## config.mk

```make
export PLATFORM = sky130hd
export DESIGN_NAME = bin_maxpool
export DESIGN_NICKNAME = d
export VERILOG_FILES = /design/src/rtl/bnn_pkg.sv /design/src/rtl/pool_line_buf.sv /design/src/rtl/bin_maxpool.sv
export SDC_FILE = /design/constraint.sdc
export NUM_CORES = 1
export LEC_CHECK = 0
export ABC_CLOCK_PERIOD_IN_PS = 4400
export CORE_MARGIN = 1.5
export CORE_UTILIZATION = 40
export DETAILED_ROUTE_END_ITERATION = 8
export PLACE_DENSITY = 0.58
export SLEW_MARGIN = 10
export SYNTH_ARGS = -nofsm -noshare
export SYNTH_HDL_FRONTEND = slang
export SYNTH_HIERARCHICAL = 1
export SYNTH_SLANG_ARGS = --single-unit
export TNS_END_PERCENT = 5
```

## constraint.sdc

```tcl
create_clock -name clk -period 4.4 [get_ports clk]
set_input_delay 0.88 -clock clk [delete_from_list [all_inputs] [get_ports clk]]
set_output_delay 0.88 -clock clk [all_outputs]
set_load 0.1 [all_outputs]
```

## src/rtl/bnn_pkg.sv

```systemverilog
// Shared constants for the binary convolution engine layers.
package bnn_pkg;

  localparam int CONV_DW = 5;
  localparam int W_L1    = 26;
  localparam int W_L2    = 24;
  localparam int POOL    = 2;

  localparam logic LAYER1 = 1'b0;
  localparam logic LAYER2 = 1'b1;

  // Conv output map width for the selected layer
  function automatic int layer_width(input logic sel);
    return (sel == LAYER2) ? W_L2 : W_L1;
  endfunction

endpackage

```

## src/rtl/pool_line_buf.sv

```systemverilog
// One-bit-wide line buffer holding the horizontally pooled even row
// until the matching odd row arrives.
module pool_line_buf #(
  parameter int DEPTH = 13,
  parameter int AW    = $clog2(DEPTH)
) (
  input  logic          clk,
  input  logic          we,
  input  logic [AW-1:0] waddr,
  input  logic          wdata,
  input  logic [AW-1:0] raddr,
  output logic          rdata
);

  logic mem [DEPTH];

  // Synchronous write; contents need no reset since every entry is
  // rewritten on an even row before the next odd row reads it
  always_ff @(posedge clk) begin
    if (we) mem[waddr] <= wdata;
  end

  assign rdata = mem[raddr];

endmodule

```

## src/rtl/bin_maxpool.sv

```systemverilog
// Binarizes the signed conv stream against a threshold and applies 2x2
// stride-2 max pooling (logical OR) on the binary map. Serves both conv
// layers; the map width is latched from 'state' at each frame start.
module bin_maxpool
  import bnn_pkg::*;
#(
  parameter int DW    = CONV_DW,
  parameter int MAX_W = W_L1
) (
  input  logic                 clk,
  input  logic                 rstn,
  input  logic                 state,
  input  logic signed [DW-1:0] thresh,
  input  logic signed [DW-1:0] din,
  input  logic                 din_valid,
  input  logic                 din_done,
  output logic                 pool_out,
  output logic                 pool_valid,
  output logic                 pool_done,
  output logic                 frame_err
);

  localparam int CW = $clog2(MAX_W);
  localparam int AW = $clog2(MAX_W / POOL);

  logic [CW-1:0] col;
  logic [CW-1:0] row;
  logic [CW-1:0] w_reg;
  logic [CW-1:0] w_eff;
  logic [CW-1:0] col_nxt;
  logic [CW-1:0] row_nxt;
  logic          hreg;
  logic          b;
  logic          h;
  logic          frame_start;
  logic          last_col;
  logic          last_row;
  logic          pair_out;
  logic          lb_we;
  logic          lb_rd;
  logic [AW-1:0] lb_idx;

  // Beat decode: binarize, pick the width in force for this beat and
  // work out where the raster counters go next
  always_comb begin
    frame_start = din_valid && (col == '0) && (row == '0);
    w_eff       = frame_start ? CW'(layer_width(state)) : w_reg;
    b           = (din >= thresh);
    h           = hreg | b;
    last_col    = (col == w_eff - CW'(1));
    last_row    = (row == w_eff - CW'(1));
    col_nxt     = col;
    row_nxt     = row;
    if (din_valid) begin
      if (last_col) begin
        col_nxt = '0;
        row_nxt = last_row ? '0 : row + CW'(1);
      end else begin
        col_nxt = col + CW'(1);
      end
    end
    lb_idx   = AW'(col >> 1);
    lb_we    = din_valid && col[0] && !row[0];
    pair_out = din_valid && col[0] && row[0];
  end

  pool_line_buf #(
    .DEPTH (MAX_W / POOL),
    .AW    (AW)
  ) u_line_buf (
    .clk   (clk),
    .we    (lb_we),
    .waddr (lb_idx),
    .wdata (h),
    .raddr (lb_idx),
    .rdata (lb_rd)
  );

  // Raster counters, width latch, horizontal pair register and the
  // early-end-of-frame check, which sees the counters after this beat
  always_ff @(posedge clk or negedge rstn) begin
    if (!rstn) begin
      col       <= '0;
      row       <= '0;
      hreg      <= 1'b0;
      w_reg     <= CW'(W_L1);
      frame_err <= 1'b0;
    end else begin
      if (frame_start) w_reg <= w_eff;
      if (din_valid && !col[0]) hreg <= b;
      if (din_done && !((col_nxt == '0) && (row_nxt == '0))) begin
        frame_err <= 1'b1;
        col       <= '0;
        row       <= '0;
        hreg      <= 1'b0;
      end else begin
        col <= col_nxt;
        row <= row_nxt;
      end
    end
  end

  // Registered pooled output, produced on odd-row/odd-col beats
  always_ff @(posedge clk or negedge rstn) begin
    if (!rstn) begin
      pool_out   <= 1'b0;
      pool_valid <= 1'b0;
      pool_done  <= 1'b0;
    end else begin
      pool_valid <= pair_out;
      pool_done  <= pair_out && last_col && last_row;
      if (pair_out) pool_out <= lb_rd | h;
    end
  end

endmodule

```

Word level (Yosys, flattened, before mapping)
Memory sizes are Yosys's and may differ from the RTL's. Cells that the tools add are included.

Bitwise operators: 2. Add/subtract/negate cells: 3. Muxes and demuxes: 13. Eq/ne operators: 2. $lt $le $gt $ge: 1. Reduce and logical (&&, ||, !) cells: 18.

Operators by type and width (count): two-way mux 5 bit (8); logical NOT 5 bit (4); adder 5 x 1 -> 5 bit, second input constant (2); == test 5 bit (2); logical AND 1 bit (10); >= comparator 5 bit (1); subtractor 5 x 1 -> 5 bit, second input constant (1); two-way mux 1 bit (4); logical NOT 1 bit (3); two-way mux 2 bit (1); bitwise OR 1 bit (2); nonzero test 2 bit (1).

Bits in writable memories: 13. Word-level logic and storage cells: 48. Memories: 1. Flip-flop bits (word level): 20. Output and inout bits: 4. Input bits: 15.

Memory list: u_line_buf.mem (words 13, bits a word 1, read ports 1, clocked after Yosys merged registers in 0, write ports 1, line pool_line_buf.sv:15) `logic mem [DEPTH];`.

Depth between registers and ports, before layout
Depth after elaboration: 14. Depth in mapped cells: 16. Gate-level depth less buffers: 15.

By module
The synthesis kept the hierarchy.

By module, submodules not included: bin_maxpool (times used 1, area an instance 1560.2 µm², cells each 175, seq. area each 504.2 µm²); pool_line_buf (times used 1, area an instance 603.1 µm², cells each 38, seq. area each 390.4 µm²).

Worst setup path before layout
OpenSTA, ideal clock, no wires.

Kind: input to register. Start: input din_valid. End: register hreg. Slack: 0.409 ns. Buffers on the path: 0. Setup time: 0.141 ns. Required time: 4.259 ns. Data arrival time: 3.850 ns. Stages: 12. Cell sequence: nor4bb_1 nand3_1 and2_1 inv_1 ha_1 nor3b_2 xor2_1 or3_1 a221oi_1 a21oi_1 a2111oi_4 nor3_1.

Word-level cells in the longest chain between the ends: 13. Elaborated cells on any way between the ends: 19. Those cells by class: add/sub (1); eq/ne (2); mux (7); reduce/logical (9).

RTL lines: start: declaration (line bin_maxpool.sv:15) `input logic din_valid,`; logical AND 1 bit (2 in series) (line bin_maxpool.sv:46) `frame_start = din_valid && (col == '0) && (row == '0);`; two-way mux 5 bit (line bin_maxpool.sv:47) `w_eff = frame_start ? CW'(layer_width(state)) : w_reg;`; subtractor 5 x 1 -> 5 bit (line bin_maxpool.sv:50, bin_maxpool.sv:51); == test 5 bit (line bin_maxpool.sv:51) `last_row = (row == w_eff - CW'(1));`; two-way mux 5 bit (line bin_maxpool.sv:57) `row_nxt = last_row ? '0 : row + CW'(1);`; two-way mux 5 bit (line bin_maxpool.sv:55) `if (last_col) begin`; two-way mux 5 bit (line bin_maxpool.sv:54) `if (din_valid) begin`; logical NOT 5 bit (line bin_maxpool.sv:91) `if (din_done && !((col_nxt == '0) && (row_nxt == '0))) begin`; logical AND 1 bit (line bin_maxpool.sv:91); logical NOT 1 bit (line bin_maxpool.sv:91); logical AND 1 bit (line bin_maxpool.sv:91); two-way mux 1 bit / nonzero test 2 bit (equally long branches); end signal: assignment (line bin_maxpool.sv:85) `hreg <= 1'b0;`; end signal: assignment (line bin_maxpool.sv:90) `if (din_valid && !col[0]) hreg <= b;`; end signal: assignment (line bin_maxpool.sv:95) `hreg <= 1'b0;`; end: declaration (line bin_maxpool.sv:32) `logic hreg;`.

Several ways; a longest one is shown, not always the timed one. A chain may end at the register's enable or synchronous reset.

Worst setup path in the final report
Start: input din_valid. End: register frame_err.

Word-level cells in the longest chain between the ends: 12. Elaborated cells on any way between the ends: 16. Those cells by class: add/sub (1); eq/ne (2); mux (6); reduce/logical (7).

RTL lines: logical AND 1 bit (2 in series) (line bin_maxpool.sv:46); two-way mux 5 bit (line bin_maxpool.sv:47); subtractor 5 x 1 -> 5 bit (line bin_maxpool.sv:50, bin_maxpool.sv:51); == test 5 bit (line bin_maxpool.sv:51); two-way mux 5 bit (line bin_maxpool.sv:57); two-way mux 5 bit (line bin_maxpool.sv:55); two-way mux 5 bit (line bin_maxpool.sv:54); logical NOT 5 bit (line bin_maxpool.sv:91); logical AND 1 bit * (line bin_maxpool.sv:91); logical NOT 1 bit * (line bin_maxpool.sv:91); logical AND 1 bit * (line bin_maxpool.sv:91); end signal: assignment (line bin_maxpool.sv:87) `frame_err <= 1'b0;`; end signal: assignment (line bin_maxpool.sv:92) `frame_err <= 1'b1;`; end: declaration (line bin_maxpool.sv:20) `output logic frame_err`.

Mark *: on every way between the ends. The rest lies on a longest branch, timed or not.

==> impl_metrics.ini <==
[status]
status = finished, final reports clean

[final_layout]
diodes = 0
regMostFlops = u_line_buf/mem
largest_reg_flops = 13
nFillCells = 476
mostFrequentLayoutCell = buf_4
drive_above_1_share_pct = 18.9
multiInputGateArea_sq_um = 1180
final_cell_mix = 22 x buf_4, 18 x clkdlybuf4s50_1, 17 x dfrtp_1
fin_util_pct = 51.9
fin_nets = 278
layout-area-overhead-vs-synth_pct = 24.2
seq_area_sq_um = 895

[logic_synthesis]
synth_area_leaders = dfrtp_1 20%, edfxtp_1 18%, ha_1 5.8%
yosysUniqueCellTypes = 55
ys.flop_type = dfrtp_1
syn_area_per_cell_sq_um = 10.2
synth-edff-count = 13
synthesis.area_sq_um = 2160
yosysTopAreaCell = dfrtp_1
synthArstFlopShare_pct = 60.6
yosys.area.top_type_share_pct = 19.7
syn-instance-count = 213
ys_seq_area_share_pct = 41.4
synthesis.nets = 238
synth_warnings = 6
ys_ff_latch = 33

[sta]
whs_ps = 486
setup_viol = 0
period_needed_ps = 4120
hold_viol = 0
tightest_slew_ps = 967
max_slew_margin_pct = 35.3
fmax_mhz = 242
post-route-period-util_pct = 93.7
finClkSkew_ps = 9.09
rsz0062_at_grt = false
setup_tns_ps = 0
slew_viol_final = 0

[die]
row_count = 26
ios = 19
initial_core_util_pct = 41.8
dieHeight_um = 76.5
die_area_sq_um = 5860
dieWidth_um = 76.5
coreArea_sq_um = 5170

[place]
dp_hpwl_mm = 3.64
port_buffers = 18
place_congestion = 0.812

[clock_tree]
cts_tree = yes
holdBufCountCts = 0
clock_sinks = 33
htree_levels = 2
path_clk_slew_ps = 80
cts-buffers-inserted = 5
cts-root-buf = clkbuf_8
cts_buffer_depth = 2
clk_latency_ps = 290
cts.repair.resized = 0
postCtsSetupBuffers = 0

[min_path]
worstHoldPathCells = 2
hold_class = flip-flop to flip-flop
hold_path_end = pool_out$_DFFE_PN0P_
hp-start = pool_out$_DFFE_PN0P_

[flow_run]
cap_viol_max_count = 0

[critical_path]
slowest_stage = clkdlybuf4s50_1
path_class = input pin to flip-flop
start_kind = input pin
slowest_delay_ps = 490
crit_chain = clkdlybuf4s50_1, nor4bb_2, nand3_1, o21ai_1, inv_1, ha_1, nor3b_2, xor2_1, or3_1, a221o_1, nor4_2, a2111oi_4, or3_1
worst_path_most_repeated_cell = or3_1
r2r_cells = 14
reg2reg_slack_ps = 500
crit-reg2reg-launch = row[1]$_DFF_PN0_
r2r-end = frame_err$_DFFE_PN0P_
critPathRequiredTime_ps = 4570
worstPathMaxFanout = 5
end_kind = flip-flop
critPathArrivalTime_ps = 4290

[power]
netSwitchingPower_mw = 0.350
switching_share_pct = 33.2
intPower_mw = 0.702
p_total_mw = 1.05
combPwrFrac_pct = 36.8
ir_drop_v = 0.000185
clock_power_share_pct = 28.0
p_per_area_nw_per_um2 = 392
leakage_nw = 1.06
seq_power_share_pct = 35.2

[global_route]
antenna_found_initial = 0
grtUsageTotal_pct = 18.5
grt_max_degree = 21
grt_pass1_wl_mm = 8.51
grt_pass1_vias = 1706
globalRouteOverflowTotal = 0

[drt]
vias_per_cell = 5.40
firstDrtPassIters = 4
via_count = 1750
drt_iter0_drc = 158
drc = 0
ant_nets = 0
routedWlPerCell_um = 15.2
wl_mm = 4.94
-- worst max-delay path by stage --
| stage | from | endpoint | slack (ps) | cells past startpoint |
|---|---|---|---|---|
| 3_5_place_dp | din_valid | frame_err$_DFFE_PN0P_ | -90 | 14 |
| 2_1_floorplan | din_valid | hreg$_DFFE_PN0P_ | 410 | 12 |
| 6_report | din_valid | frame_err$_DFFE_PN0P_ | 280 | 13 |
| 3_3_place_gp | din_valid | frame_err$_DFFE_PN0P_ | 6 | 14 |
| 5_1_grt | din_valid | frame_err$_DFFE_PN0P_ | 40 | 13 |
| 4_1_cts | din_valid | frame_err$_DFFE_PN0P_ | 180 | 14 |
-- kinds of logic (layout without fill, tap and decap cells) --
logic type / Yosys count / in the layout / share of synthesized area, %
AOI/OAI and AO/OA: 39 / 39 / 13.9
xor gates and xnor gates: 12 / 12 / 4.86
adders and majority gates: 10 / 10 / 5.78
buffers and inverters: 23 / 64 / 4.51
DFF: 33 / 33 / 41.4
muxes: 6 / 6 / 5.61
and+or+nand+nor: 90 / 90 / 24.0
-- area by class of cell --
| cell class | instances | area share, % |
|---|---|---|
| clock buffers | 5 | 2.56 |
| clock inverters | 3 | 1.72 |
| inverters | 16 | 2.24 |
| multi-input cells | 157 | 44.1 |
| flip-flops and latches | 33 | 33.3 |
| well taps | 70 | 3.26 |
| repair buffers | 40 | 12.9 |
-- power by group through the flow --
| stage | clock (mW) | combinational [mW] | sequential (mW) |
|---|---|---|---|
| finish | 0.295 | 0.387 | 0.371 |
| global route | 0.320 | 0.431 | 0.374 |
| CTS | 0.303 | 0.388 | 0.370 |
| detailed placement | 0 | 0.387 | 0.377 |
| global placement | 0 | 0.387 | 0.377 |
| floorplan | 0 | 0.246 | 0.386 |
-- routing by layer --
layer,track usage (%),wire length [um],up-vias,share of wire (%)
met2,27.3,2200,48,44
li1,-,-,875,-
met4,5.00,69,0,1.4
met5,0,0,-,0
met3,3.71,244,10,4.9
met1,27.5,2430,817,49
-- Yosys cell counts (4+ instances only) --
cell / instances
a21oi_1: 9
a31oi_1: 5
dfrtp_1: 17
edfxtp_1: 13
ha_1: 10
inv_1: 16
nand2_1: 15
nand2b_1: 7
nand3_1: 7
nand4_1: 4
nor2_1: 15
nor3_1: 13
o21ai_0: 7
xnor2_1: 8
xor2_1: 4
-- critical path: cells and delay by family --
family	cells	cell delay (ps)
AO/OA/AOI/OAI	3	640
buffers and inverters	2	550
AND/OR/NAND/NOR	6	1850
XOR/XNOR	1	160
adder cells (fa/ha/maj)	1	210
-- per-stage QoR --
stage          instance area, sq um  setup WS [ps]  instances
6_report                       2690            276        324
2_1_floorplan                  2160            409        213
3_3_place_gp                   2560           6.45        316
5_1_grt                        2690           35.8        324
3_5_place_dp                   2560          -87.9        316
4_1_cts                        2670            179        324
No activity file was read; power rests on OpenSTA's default activity.
==> RTL edit 1 (same settings) <==
Add an input register stage for `thresh`, without a reset; this delays it by one clock. The other inputs are not delayed to match.
--- a/src/rtl/bin_maxpool.sv
+++ b/src/rtl/bin_maxpool.sv
@@ -23,6 +23,12 @@
   localparam int CW = $clog2(MAX_W);
   localparam int AW = $clog2(MAX_W / POOL);
 
+  logic signed [DW-1:0] thresh_q;
+
+  always_ff @(posedge clk) begin
+    thresh_q <= thresh;
+  end
+
   logic [CW-1:0] col;
   logic [CW-1:0] row;
   logic [CW-1:0] w_reg;
@@ -45,7 +51,7 @@
   always_comb begin
     frame_start = din_valid && (col == '0) && (row == '0);
     w_eff       = frame_start ? CW'(layer_width(state)) : w_reg;
-    b           = (din >= thresh);
+    b           = (din >= thresh_q);
     h           = hreg | b;
     last_col    = (col == w_eff - CW'(1));
     last_row    = (row == w_eff - CW'(1));
Function: same outputs for any inputs over 10 cycles, from zero or initial values and one cycle with rstn low; that may be too few to reach the edited logic, so the function may still have changed.
==> RTL edit 1 against the unedited design <==
Cell area fell by 1.0%. Synthesized area up 4.0%. Sequential cell count grew 5. Count of clock-buffer cells in the layout grew 1. Clock skew decreased by 0.0037 ns. Highest routed layer unchanged. Routed wire length is 1.0% higher. Worst setup slack improved by 0.13 ns. Core utilization shrank 3.4 points. Power shrank 8.5%. Synthesized cell count is 2.8% higher. Critical endpoint unchanged. Final cell count is 0.62% lower.
==> RTL edit 1: results (changes against the unedited design) <==
Outcome
  • Status: finished clean

Global route
  • Vias in the first global route: 1672 (-2.0%)
  • First-pass GRT wire length: 8.14 mm (-4.4%)
  • GRT Total Usage: 17.2% (-1.3 points)

Detailed routing
  • WL per Instance: 15.5 um (+1.7%)
  • DR vias: 1754 (+0.23%)
  • 1st-iter DRT viols: 130 (-18%)

Yosys
  • Mean Syn Cell Area: 10.3 um^2 (+1.2%)
  • Commonest cells in the synthesized netlist: dfrtp_1, inv_1, nand2_1, nor2_1, nor3_1
  • Yosys cell types: 56 (+1.8%)
  • Synth area leaders: dfrtp_1, edfxtp_1, ha_1, dfxtp_1, dfstp_2
  • Post-synthesis sequential area ratio: 44.2% (+2.8 points)
  • Post-synth ARST share: 52.6% (-8.0 points)

Power and ir drop
  • Internal Power: 0.643 mW (-8.4%)
  • Pleak: 1.03 nW (-2.5%)
  • Power Total: 0.962 mW (-8.5%)
  • Worst ir drop on vdd: 142 uV (-23%)
  • P_clk: 0.233 mW (-21%)

Setup path
  • Maximum fanout along the worst path: 6 (+1)
  • Worst path arrival time: 4.15 ns (-0.14 ns)
  • Max stage delay on crit path: 0.47 ns (-0.02 ns)

STA
  • Max_slew headroom: 34.8% (-0.56 points)
  • Fin Clk Skew: 0.00536 ns (-0.00374 ns)

Finish
  • Fill cell count: 531 (+12%)
  • Final non-filler cell total: 322 (-0.62%)

Placement
  • Setup slack after placement: 0.137 ns (+0.225 ns)
  • GPL Wtd Cong: 0.806 (-0.73%)
  • Placed Cells: 314 (-0.63%)

Clock network
  • H-tree levels: 2 (unchanged)
-- RTL edit 1: cell type report --
type	count	share of cell area [%]
well taps	72	3.39
inverters	15	2.12
repair buffers	30	10.2
flip-flops and latches	38	37.4
multi-input cells	159	43.8
clock buffers	6	2.73
clock inverters	2	0.376
-- RTL edit 1: through the flow --
step | instance area, um^2 | util (%)
global placement | 2580 | 47.1
global route | 2660 | 48.6
floorplan | 2250 | -
detailed placement | 2580 | 47.1
CTS | 2660 | 48.6
finish | 2660 | 48.6
-- RTL edit 1: per-layer routing --
metal | part of all wire [%] | up-vias | track usage (%)
met4 | 1.2 | 0 | 5.89
li1 | - | 871 | -
met2 | 42 | 44 | 26.0
met3 | 4.2 | 7 | 2.79
met5 | 0 | - | 0
met1 | 52 | 832 | 25.0
-- RTL edit 1: final timing paths --
| kind | slack (ns) | endpoint | from | cells after the start |
|---|---|---|---|---|
| worst min-delay path | 0.49 | pool_out$_DFFE_PN0P_ | pool_out$_DFFE_PN0P_ | 2 |
| max in group asynchronous | 2.71 | col[0]$_DFF_PN0_ | rstn | 1 |
| worst max-delay path | 0.41 | frame_err$_DFFE_PN0P_ | din_valid | 13 |
| worst max register to register | 0.45 | frame_err$_DFFE_PN0P_ | row[0]$_DFF_PN0_ | 14 |
| min in group asynchronous | 1.11 | w_reg[2]$_DFFE_PN0P_ | rstn | 1 |
| worst min register to register | 0.49 | pool_out$_DFFE_PN0P_ | pool_out$_DFFE_PN0P_ | 2 |
-- RTL edit 1: logic make-up (layout without fill, tap and decap cells) --
kind of cell    Yosys count  count (layout)  synth area share (%)
compound gates           42              42                  13.5
flops                    38              38                  44.2
xor+xnor                 12              12                  4.67
buf+inv                  22              53                  4.06
fa+ha+maj                10              10                  5.56
mux                       6               6                  5.45
simple gates             89              89                  22.6
==> RTL edit 2 (config.mk and constraints unchanged) <==
Made on the original files. The package constant `W_L1` goes from 26 to 13.
--- a/src/rtl/bnn_pkg.sv
+++ b/src/rtl/bnn_pkg.sv
@@ -2,7 +2,7 @@
 package bnn_pkg;
 
   localparam int CONV_DW = 5;
-  localparam int W_L1    = 26;
+  localparam int W_L1    = 13;
   localparam int W_L2    = 24;
   localparam int POOL    = 2;
 
Function: no difference found for any inputs over 10 cycles, from zero or initial values and one cycle with rstn low; that may be too few to reach the edited logic, so the function may still have changed.
==> RTL edit 2 against the unedited design <==
Combinational power shrank 17%. Cell area shrank 31%. Synthesized area shrank 27%. Worst setup slack gained 0.087 ns. Global-route usage is essentially flat. Critical path depth shrank 2. Fmax grew 2.2%. Routed wire length shrank 28%. Power shrank 30%. Sequential cell count shrank 10. Die area shrank 26%. Largest power group unchanged. Highest routed layer unchanged.
==> RTL edit 2: results (changes against the unedited design) <==
Placement
  • Buffers on Ports: 18 (unchanged)
  • DP Wirelength: 2.65 mm (-27%)
  • GPL Wtd Cong: 0.874 (+7.6%)

Setup path
  • Max stage delay on crit path: 0.50 ns
  • Maximum fanout along the worst path: 6 (+1)
  • R2R Setup Slk: 0.85 ns (+0.35 ns)
  • Slowest cell on crit path: or4_4
  • Worst path arrival time: 4.21 ns (-0.08 ns)
  • CP delay by family, top: simple AND/OR/NAND/NOR gates

Yosys
  • Post-synthesis sequential area ratio: 38.7% (-2.7 points)
  • Synth area leaders: dfrtp_1, edfxtp_1, ha_1, dfstp_2, a21oi_1
  • Yosys cell types: 48 (-13%)
  • Primary FF master, synth: dfrtp_1
  • Post-synth EDFFs: 6 (-7)
  • Commonest cells in the synthesized netlist: nor2_1, inv_1, dfrtp_1
  • Syn_nets: 191 (-20%)
  • Post-synth ARST share: 73.9% (+13 points)
  • Synthesis Warnings: 6 (unchanged)

Clock network
  • Register clock-pin slew on the reported worst setup and hold paths: 0.08 ns (about the same)
  • TritonCTS buffer count: 3 (-2)
  • Root buf cell: clkbuf_8
  • Skew-Pair Late Insertion Delay: 0.27 ns (-0.02 ns)
  • CTS-repair resized insts: 0 (unchanged)
  • Maximum root-to-sink buffer count: 2 (unchanged)
  • Postcts setup bufs: 0 (unchanged)
  • H-tree levels: 1 (-1)

STA
  • Fin Clk Skew: 0.00284 ns (-0.00626 ns)
  • Worst-margin pin slew: 0.969 ns (+0.00194 ns)

Global route
  • Vias in the first global route: 1284 (-25%)
  • GRT Total Usage: 18.5% (about the same)
  • First-pass GRT wire length: 6.08 mm (-29%)
  • Largest net degree at the start of global routing: 18 (-14%)
  • GRT Residual Overflow: 0 (unchanged)

Detailed routing
  • Vias/cell: 5.51 (+2.0%)
  • Routed WL: 3.53 mm (-28%)
  • 1st-iter DRT viols: 58 (-63%)
  • Drt pass-1 iters: 4 (unchanged)

Min path
  • Hold Path Class: reg2reg

Power and ir drop
  • Worst ir drop on vdd: 286 uV (+55%)
  • Pleak: 0.762 nW (-28%)

Outcome
  • Status: finished clean

Finish
  • Largest Register: u_line_buf/mem
  • Post-layout nets: 214 (-23%)
  • Max FFs per register: 6 (-7)
  • Fraction of layout cells with a size suffix above 1: 11.7% (-7.2 points)
RTL edit 2: layer usage:
| layer | track usage (%) | vias to the layer above | wire [um] |
|---|---|---|---|
| met4 | 5.73 | 0 | 51 |
| met1 | 25.2 | 618 | 1700 |
| met3 | 4.09 | 6 | 172 |
| li1 | - | 639 | - |
| met2 | 29.4 | 37 | 1610 |
| met5 | 0 | - | 0 |
RTL edit 2: area by class of cell:
type | count | area [um^2]
Clock buffer | 3 | 41.3
Sequential cell | 23 | 609
Inverter | 15 | 56.3
Multi-Input combinational cell | 123 | 866
Fill cell | 360 | 1860
Tap cell | 48 | 60.1
Clock inverter | 1 | 5.00
Timing Repair Buffer | 23 | 218
RTL edit 2: where the power goes:
group	switching (mW)	internal (mW)	leakage, nW
clock network	0.0738	0.0635	0.0255
registers	0.0298	0.246	0.271
logic	0.193	0.129	0.465
total	0.296	0.439	0.762
RTL edit 2: path summary, 6_finish.rpt:
kind,start,cells past startpoint,to
worst max register to register,row[0]$_DFF_PN0_,13,frame_err$_DFFE_PN0P_
worst min-delay path,frame_err$_DFFE_PN0P_,1,frame_err$_DFFE_PN0P_
max in group asynchronous,rstn,1,hreg$_DFFE_PN0P_
min in group asynchronous,rstn,1,w_reg[1]$_DFFE_PN0P_
worst min register to register,frame_err$_DFFE_PN0P_,1,frame_err$_DFFE_PN0P_
worst max-delay path,din_valid,11,frame_err$_DFFE_PN0P_
RTL edit 2: through the flow:
step	setup slack [ns]	cells	hold WS, ns	power (mW)	cell area [um^2]
2_1_floorplan	0.579	166	0.483	0.514	1580
3_3_place_gp	0.207	232	0.445	0.595	1810
3_5_place_dp	0.127	232	0.453	0.598	1810
4_1_cts	0.402	236	0.473	0.740	1860
5_1_grt	0.181	236	0.500	0.782	1860
6_report	0.363	236	0.463	0.735	1860
RTL edit 2: kinds of logic after synthesis:
family	Yosys count	synth area share [%]
fa+ha+maj	10	7.94
buf+inv	20	6.43
flops	23	38.7
compound gates	35	15.5
simple gates	64	22.0
xor+xnor	10	6.03
mux	4	3.49
